--- src/rtl/sprite_cmd_queue.sv ---
// sprite_cmd_queue
//   Command queue between the command decoder and the sprite engine.
//   First-word-fall-through: the head entry is always driven on rd_data
//   (0 when empty). Occupancy is tracked in a dedicated count register;
//   full/empty/almost_full decode from it, never from pointer compares.
//
// Ports
//   clk, rst           clock, asynchronous active-high reset
//   flush              synchronous clear of pointers and count
//   wr_en, wr_data     enqueue request / word
//   rd_en              pop request for the head entry
//   rd_data            head entry, 0 when empty
//   empty/full         count == 0 / count == DEPTH
//   almost_full        count >= AFULL_THRESH
//   count              occupancy 0..DEPTH
//   overflow/underflow sticky rejected-write / rejected-read flags
//   clr_err            clears both sticky flags (a new error in the same cycle wins)
module sprite_cmd_queue #(
  parameter int WIDTH        = 43,
  parameter int DEPTH        = 16,
  parameter int AFULL_THRESH = 14
) (
  input  logic                       clk,
  input  logic                       rst,
  input  logic                       flush,
  input  logic                       wr_en,
  input  logic [WIDTH-1:0]           wr_data,
  input  logic                       rd_en,
  output logic [WIDTH-1:0]           rd_data,
  output logic                       empty,
  output logic                       full,
  output logic                       almost_full,
  output logic [$clog2(DEPTH):0]     count,
  output logic                       overflow,
  output logic                       underflow,
  input  logic                       clr_err
);
  localparam int AW = $clog2(DEPTH);
  localparam int CW = AW + 1;

  logic [WIDTH-1:0] mem [DEPTH];
  logic [AW-1:0]    wr_ptr, rd_ptr;
  logic             rd_acc, wr_acc;
  logic             ovf_ev, unf_ev;

  assign empty       = (count == '0);
  assign full        = (count == CW'(DEPTH));
  assign almost_full = (count >= CW'(AFULL_THRESH));

  // No bypass: a read on an empty queue is rejected even if a write lands.
  // A pop frees a slot, so a full queue may accept a write in the same cycle.
  assign rd_acc = rd_en && !empty && !flush;
  assign wr_acc = wr_en && !flush && (!full || rd_acc);
  assign ovf_ev = wr_en && !flush && !wr_acc;
  assign unf_ev = rd_en && !flush && !rd_acc;

  assign rd_data = empty ? '0 : mem[rd_ptr];

  // Storage carries no reset; pointers/count make stale words invisible.
  always_ff @(posedge clk) begin
    if (wr_acc) mem[wr_ptr] <= wr_data;
  end

  always_ff @(posedge clk or posedge rst) begin
    if (rst) begin
      wr_ptr <= '0;
      rd_ptr <= '0;
      count  <= '0;
    end else if (flush) begin
      wr_ptr <= '0;
      rd_ptr <= '0;
      count  <= '0;
    end else begin
      if (wr_acc) wr_ptr <= wr_ptr + 1'b1;
      if (rd_acc) rd_ptr <= rd_ptr + 1'b1;
      case ({wr_acc, rd_acc})
        2'b10:   count <= count + 1'b1;
        2'b01:   count <= count - 1'b1;
        default: count <= count;
      endcase
    end
  end

  // Sticky error flags; set takes priority over clr_err. Flush leaves them.
  always_ff @(posedge clk or posedge rst) begin
    if (rst) begin
      overflow  <= 1'b0;
      underflow <= 1'b0;
    end else begin
      overflow  <= (overflow  && !clr_err) || ovf_ev;
      underflow <= (underflow && !clr_err) || unf_ev;
    end
  end

endmodule

--- config.mk ---
export PLATFORM = sky130hd
export DESIGN_NAME = sprite_cmd_queue
export DESIGN_NICKNAME = d
export VERILOG_FILES = /design/src/rtl/sprite_cmd_queue.sv
export SDC_FILE = /design/constraint.sdc
export NUM_CORES = 1
export LEC_CHECK = 0
export CAP_MARGIN = 20
export CORE_MARGIN = 10
export CORE_UTILIZATION = 55
export DETAILED_ROUTE_END_ITERATION = 10
export GPL_TIMING_DRIVEN = 0
export PLACE_DENSITY = 0.73
export SKIP_CTS_REPAIR_TIMING = 1
export SLEW_MARGIN = 25
export SYNTH_ARGS = -nofsm -noshare
export SYNTH_HDL_FRONTEND = slang
export SYNTH_SLANG_ARGS = --single-unit
--- constraint.sdc ---
create_clock -name clk -period 18.85 [get_ports clk]
set_input_delay 2.8275 -clock clk [delete_from_list [all_inputs] [get_ports clk]]
set_output_delay 2.8275 -clock clk [all_outputs]
set_load 0.05 [all_outputs]
==> metrics, run 1 <==
DR WL/cell=28.01 microns; Vias=around 13,000; Least-Margin Pin Slew=between 0.9 and 1 ns; htree depth=3; clock sinks=703; sequential area share after synthesis=slightly below 80%; dominant synthesized flop cell=edfxtp_1; PwrDens=roughly 130 nW/um^2; grt total ovfl=0; Vias/cell=6.164; Max Root-Sink Buffers=3; Clock Latency Late Sink=0.59 ns; CP Max Fanout=10; worst min-delay path class=reg2reg; filler cell count=about 3,100; Ys Warns=0; number of global-route vias before repair=between 10,000 and 15,000; Slew Viols, Final=0; # nets final=1,486; first-pass GRT wire length=90.32 mm; hpwl dp=37.76 mm; Mapped Cells=1,176; die height=approximately 240 microns; fin crit period=between 7 and 8 ns; status=completed; Max-Cap Viols=0; Residual DRC=0; area grow syn2layout=17.66%; Layout Skew=0.02140 ns; GPL Wtd Cong=roughly 0.76; Starting Density=55.50%; Max transition margin=39.09%; Worst Path Arrival=4.22 ns; final core occ=65.30%; startpoint type of the worst setup path=flop; Synth Cell Area=27,060 sq um; share of layout cells above drive strength 1=28.29%; EDFF count, synth=688; Clock Pin Slew Worst Setup and Hold Paths=about 0.06 ns; RSZ-0062 raised after global routing=false; post-synthesis register bit count=~700; Fmax achieved=141.8 MHz; GR peak layer=met2; met1 Usage GRT=26.82%; Setup TNS=0 ns; post-route clock period utilization=37.41%; syn avg cell area=23.01 sq um; post-synthesis compound-gate area fraction=2.215%; Routed Antenna Nets=0; ys async rst share=2.134%; GRT Util Overall=20.69%; final WL=60.16 mm; xor/xnor share of the synthesized area=less than 1%; IO Count=just over 100; mux cell area share after synthesis=between 15 and 20%; Lkg Pwr=10.22 nW; clk root buf=clkbuf_16; Num CTS Buffers=72; CP Capture Type=primary output; worst vdd ir=roughly 0.00013 V; Die W=241.8 microns; Cell Rows=~80; initial antenna violation count=5; First-pass DRT Iterations=5; Synth Area in Simple Gates=approximately 1.8%; Placeable Area=between 40,000 and 50,000 sq um; Die ar.=58,470 sq um; largest family of logic cells by synthesized area=multiplexers; Initial DRC Count=about 1,300; met2 usage=between 30 and 40%; port bufs=99; post-synthesis adder-cell area fraction=0.4439%; syn_nets=1,234; distinct cell type count after synthesis=43; TritonCTS clock tree=done; Data required, critical path=16.02 ns; met3 Use GR=just under 5%; largest net degree at the start of global routing=34; setup violators final=0; WS Path Type=reg2out; final hold violations=0
cells in the mapped netlist, types with 5 or more instances:
cell type	n	area share, %
mux2i_1	45	1.7
edfxtp_1	688	76
nor2_1	53	0.74
inv_1	13	0.18
buf_6	9	0.37
clkbuf_1	17	0.24
nor4_1	5	0.12
mux4_2	172	14
a221o_1	43	1.6
and2_1	10	0.23
buf_2	35	0.65
nand3_1	5	0.092
dfrtp_1	15	1.4
a21oi_1	5	0.092
ha_1	8	0.37
layout by cell type, fill, tap and decap left out, types with 10 or more instances in the layout:
| master | instances |
|---|---|
| buf_4 | 16 |
| mux2i_1 | 45 |
| buf_2 | 90 |
| dfrtp_1 | 15 |
| mux4_2 | 172 |
| nor2_1 | 53 |
| clkdlybuf4s50_1 | 99 |
| a221o_1 | 43 |
| clkinv_1 | 17 |
| inv_1 | 13 |
| clkbuf_16 | 77 |
| clkbuf_1 | 32 |
| edfxtp_1 | 688 |
| clkinv_2 | 10 |
state kept, by name (all words and copies together), names as in the netlist:
register,cells
count,5
overflow,1
wr_ptr,4
rd_ptr,4
mem,688
underflow,1
metrics by stage:
| stage | hold WS (ns) | std cells | instance area, sq um | power (mW) | worst slack (ns) |
|---|---|---|---|---|---|
| after detailed placement | 0.4983 | 2018 | 29550 | 2.878 | 12.43 |
| after global placement | 0.4789 | 1939 | 28880 | 2.868 | 4.820 |
| final | 0.5140 | 2148 | 31830 | 4.210 | 11.80 |
| after CTS | 0.5110 | 2145 | 31830 | 4.242 | 11.78 |
| after global routing | 0.5389 | 2147 | 31830 | 4.352 | 11.71 |
| after floorplan | 0.5297 | 1176 | 27060 | 2.535 | 10.24 |
layer usage:
layer  share of wire [%]  vias to the layer above
li1                    -                     5518
met5               0.048                        -
met4                 2.3                        4
met2                  51                      578
met1                  39                     7042
met3                 7.2                       99
area by class of cell:
class,count,area (sq um),share of cell area (%)
flip-flops and latches,703,21040,66.08
multi-input cells,396,5684,17.86
clock buffers,92,1983,6.230
repair buffers,178,1597,5.015
well taps,664,830.8,2.610
plain buffers,64,355.3,1.116
clock inverters,35,292.8,0.9197
inverters,13,48.80,0.1533
diodes,3,7.507,0.02358
worst max-delay path, stage by stage, from the launching register on:
cell and delay (ns):
dfrtp_1 0.49, buf_2 0.33, buf_2 0.45, buf_2 0.43, buf_2 0.45, mux4_2 0.37
a221o_1 0.37, clkdlybuf4s50_1 0.73
worst paths after layout:
| kind | startpoint | end | slack (ns) | depth (start not counted) |
|---|---|---|---|---|
| worst max-delay path | rd_ptr[1]$_DFFE_PP0P_ | rd_data[40] | 11.80 | 7 |
| worst min-delay path | overflow$_DFF_PP0_ | overflow$_DFF_PP0_ | 0.51 | 1 |
| worst max register to register | count[1]$_DFFE_PP0P_ | mem[0][28]$_DFFE_PP_ | 15.63 | 10 |
| worst min register to register | overflow$_DFF_PP0_ | overflow$_DFF_PP0_ | 0.51 | 1 |
| max in group asynchronous | rst | wr_ptr[0]$_DFFE_PP0P_ | 15.85 | 2 |
| min in group asynchronous | rst | count[2]$_DFFE_PP0P_ | 2.61 | 2 |
kinds of logic (layout without fill, tap and decap cells):
group | count (synthesis) | count (layout)
compound gates | 65 | 65
xor+xnor | 5 | 5
fa+ha+maj | 9 | 9
buf+inv | 77 | 382
flops | 703 | 703
mux | 221 | 221
other cells | 0 | 3
simple gates | 96 | 96
report_power, final:
| part | switching [mW] | internal (mW) | total, mW |
|---|---|---|---|
| Clock | 0.563 | 0.811 | 1.37 |
| Sequential | 0.0132 | 1.74 | 1.75 |
| Combinational | 0.649 | 0.436 | 1.09 |
| Total | 1.22 | 2.99 | 4.21 |
Note: power is estimated with default switching activity, not from simulation.
==> run 2, diff against run 1 <==
PLACE_DENSITY = 0.76   (was 0.73)
clock period = 6.4 ns   (was 18.85 ns; I/O delays follow)
==> metrics, run 2 (synthesis results as in run 1) <==
Initial DRC Count=1,572 (+25%); cell mode on critical path=buf_2; CP Cell Sequence=buf_2 -> buf_2 -> buf_2 -> buf_2 -> mux4_2 -> a221o_1 -> clkdlybuf4s50_1; IO Count=102 (unchanged); status=completed; Residual DRC=0 (unchanged); depth of the most critical reg-to-reg path=10 (unchanged); DR WL/cell=28.06 microns (+0.17%); Fmax achieved=195.1 MHz; CP Max Fanout=10 (unchanged); Num CTS Buffers=71 (-1.4%); most frequent cells in the layout=688 x edfxtp_1, 172 x mux4_2, 99 x clkdlybuf4s50_1; cell area after placement=29,500 sq um (-0.18%); Vias/cell=6.169 (about the same); Max transition margin=36.67% (-2.4 points); Die W=241.8 microns (unchanged); clock sinks=703 (unchanged); Routed Antenna Nets=0 (unchanged); Critical Path Max Stage Delay=0.73 ns (about the same); area of the multi-input gates=5684 sq um (unchanged); Lkg Pwr=10.11 nW (-1.1%); GRT Util Overall=20.62% (-0.061 points); Critical-path top delay cell=clkdlybuf4s50_1; PwrDens=386.2 nW/um^2 (+190%); worst min-delay path class=reg2reg; Max-Cap Viols=0 (unchanged); Data required, critical path=5.44 ns (-10.58 ns); biggest regs=mem (688), count (5); CP startpoint=rd_ptr[1]$_DFFE_PP0P_; hpwl dp=37.74 mm (about the same); Least-Margin Pin Slew=0.9500 ns (+0.03628 ns); Reg with most FFs=mem; first-pass GRT wire length=90.33 mm (about the same); grt total ovfl=0 (unchanged); WS Path Type=reg2out; clk root buf=clkbuf_16; startpoint type of the worst setup path=flop; worst reg-to-reg setup slack=3.19 ns (-12.44 ns); Die ar.=58,470 sq um (unchanged); share of layout cells above drive strength 1=27.90% (-0.39 points); hold slack=0.5071 ns (-0.006920 ns); htree depth=3 (unchanged); max FFs per register=688 (unchanged); Max Root-Sink Buffers=3 (unchanged); Clock Pin Slew Worst Setup and Hold Paths=0.07 ns (about the same); final hold violations=0 (unchanged); post-route clock period utilization=80.08%; largest net degree at the start of global routing=30 (-12%); TritonCTS clock tree=done; worst reg2reg startpoint=count[3]$_DFFE_PP0P_; number of global-route vias before repair=13,870 (-0.31%); final worst slack=1.275 ns (-10.52 ns); fin crit period=a little over 5 ns; Slew Viols, Final=0 (unchanged); initial antenna violation count=3 (-2); Clock Latency Late Sink=0.60 ns (about the same); Starting Density=55.50% (unchanged); dpl ws=1.915 ns (-10.51 ns); setup violators final=0 (unchanged); die height=241.8 microns (unchanged); RSZ-0062 raised after global routing=false; port bufs=99 (unchanged); final WL=59.99 mm (-0.29%); area grow syn2layout=16.87%; Placeable Area=48,750 sq um (unchanged); Vias=13,190 (-0.39%); GPL Wtd Cong=0.7600 (-0.46%); CP Capture Type=primary output; Cell Rows=81 (unchanged); filler cell count=3,111 (-0.92%); commonest non-fill, non-tap cell in the layout=edfxtp_1; r2r endpoint=count[4]$_DFFE_PP0P_; Layout Skew=0.01840 ns (-0.003001 ns); First-pass DRT Iterations=5 (unchanged); Worst setup endpoint=rd_data[40]; Design Area, Final=31,620 sq um (-0.67%); worst vdd ir=0.0003502 V (+170%); Worst Path Arrival=4.16 ns (-0.06 ns); # nets final=1,482 (-0.27%); FF+latch area=21,040 sq um (unchanged)
-- run 2: cell type report --
type                       instances  share of cell area [%]
antenna                            1                0.007914
buffer                            64                   1.124
clock buffer                      91                   5.991
clock inverter                    31                  0.7162
inverter                          13                  0.1543
multi-input combinational        396                   17.98
sequential                       703                   66.52
tap                              664                   2.627
timing repair buffer             175                   4.883
-- run 2: worst min-delay path by stage --
| stage | from | to | cells after the start |
|---|---|---|---|
| finish | overflow$_DFF_PP0_ | overflow$_DFF_PP0_ | 1 |
| global route | underflow$_DFF_PP0_ | underflow$_DFF_PP0_ | 1 |
| CTS | overflow$_DFF_PP0_ | overflow$_DFF_PP0_ | 1 |
| detailed placement | overflow$_DFF_PP0_ | overflow$_DFF_PP0_ | 1 |
| global placement | underflow$_DFF_PP0_ | underflow$_DFF_PP0_ | 1 |
| floorplan | wr_ptr[0]$_DFFE_PP0P_ | wr_ptr[0]$_DFFE_PP0P_ | 1 |
-- run 2: report_power, final --
part / internal (mW) / switching, mW / leakage (nW)
logic: 1.29 / 1.92 / 2.67
registers: 5.12 / 0.0388 / 6.40
clock network: 2.21 / 1.64 / 1.04
total: 8.61 / 3.60 / 10.1
-- run 2: per-layer routing --
layer / part of all wire [%] / routed length, microns / track usage, %
met3: 6.5 / 3873 / 4.244
met1: 39 / 23600 / 26.65
met2: 51 / 30760 / 34.57
met5: 0.053 / 32 / 0
met4: 2.9 / 1718 / 6.991
-- run 2: worst max-delay path: cells and delay by family, from the launching register on --
family / cells / cell delay (ns)
buf+inv: 5 / 2.32
mux: 1 / 0.40
compound gates: 1 / 0.38
flops: 1 / 0.45
-- run 2: metrics by stage --
step	setup TNS, ns	power [mW]	std cells	util, %
after floorplan	-44.75	7.465	1176	-
after global placement	-1483.82	8.435	1939	59.24
after detailed placement	0	8.483	2015	60.51
after CTS	0	12.31	2137	64.86
after global routing	0	12.63	2138	64.87
final	0	12.21	2138	64.87
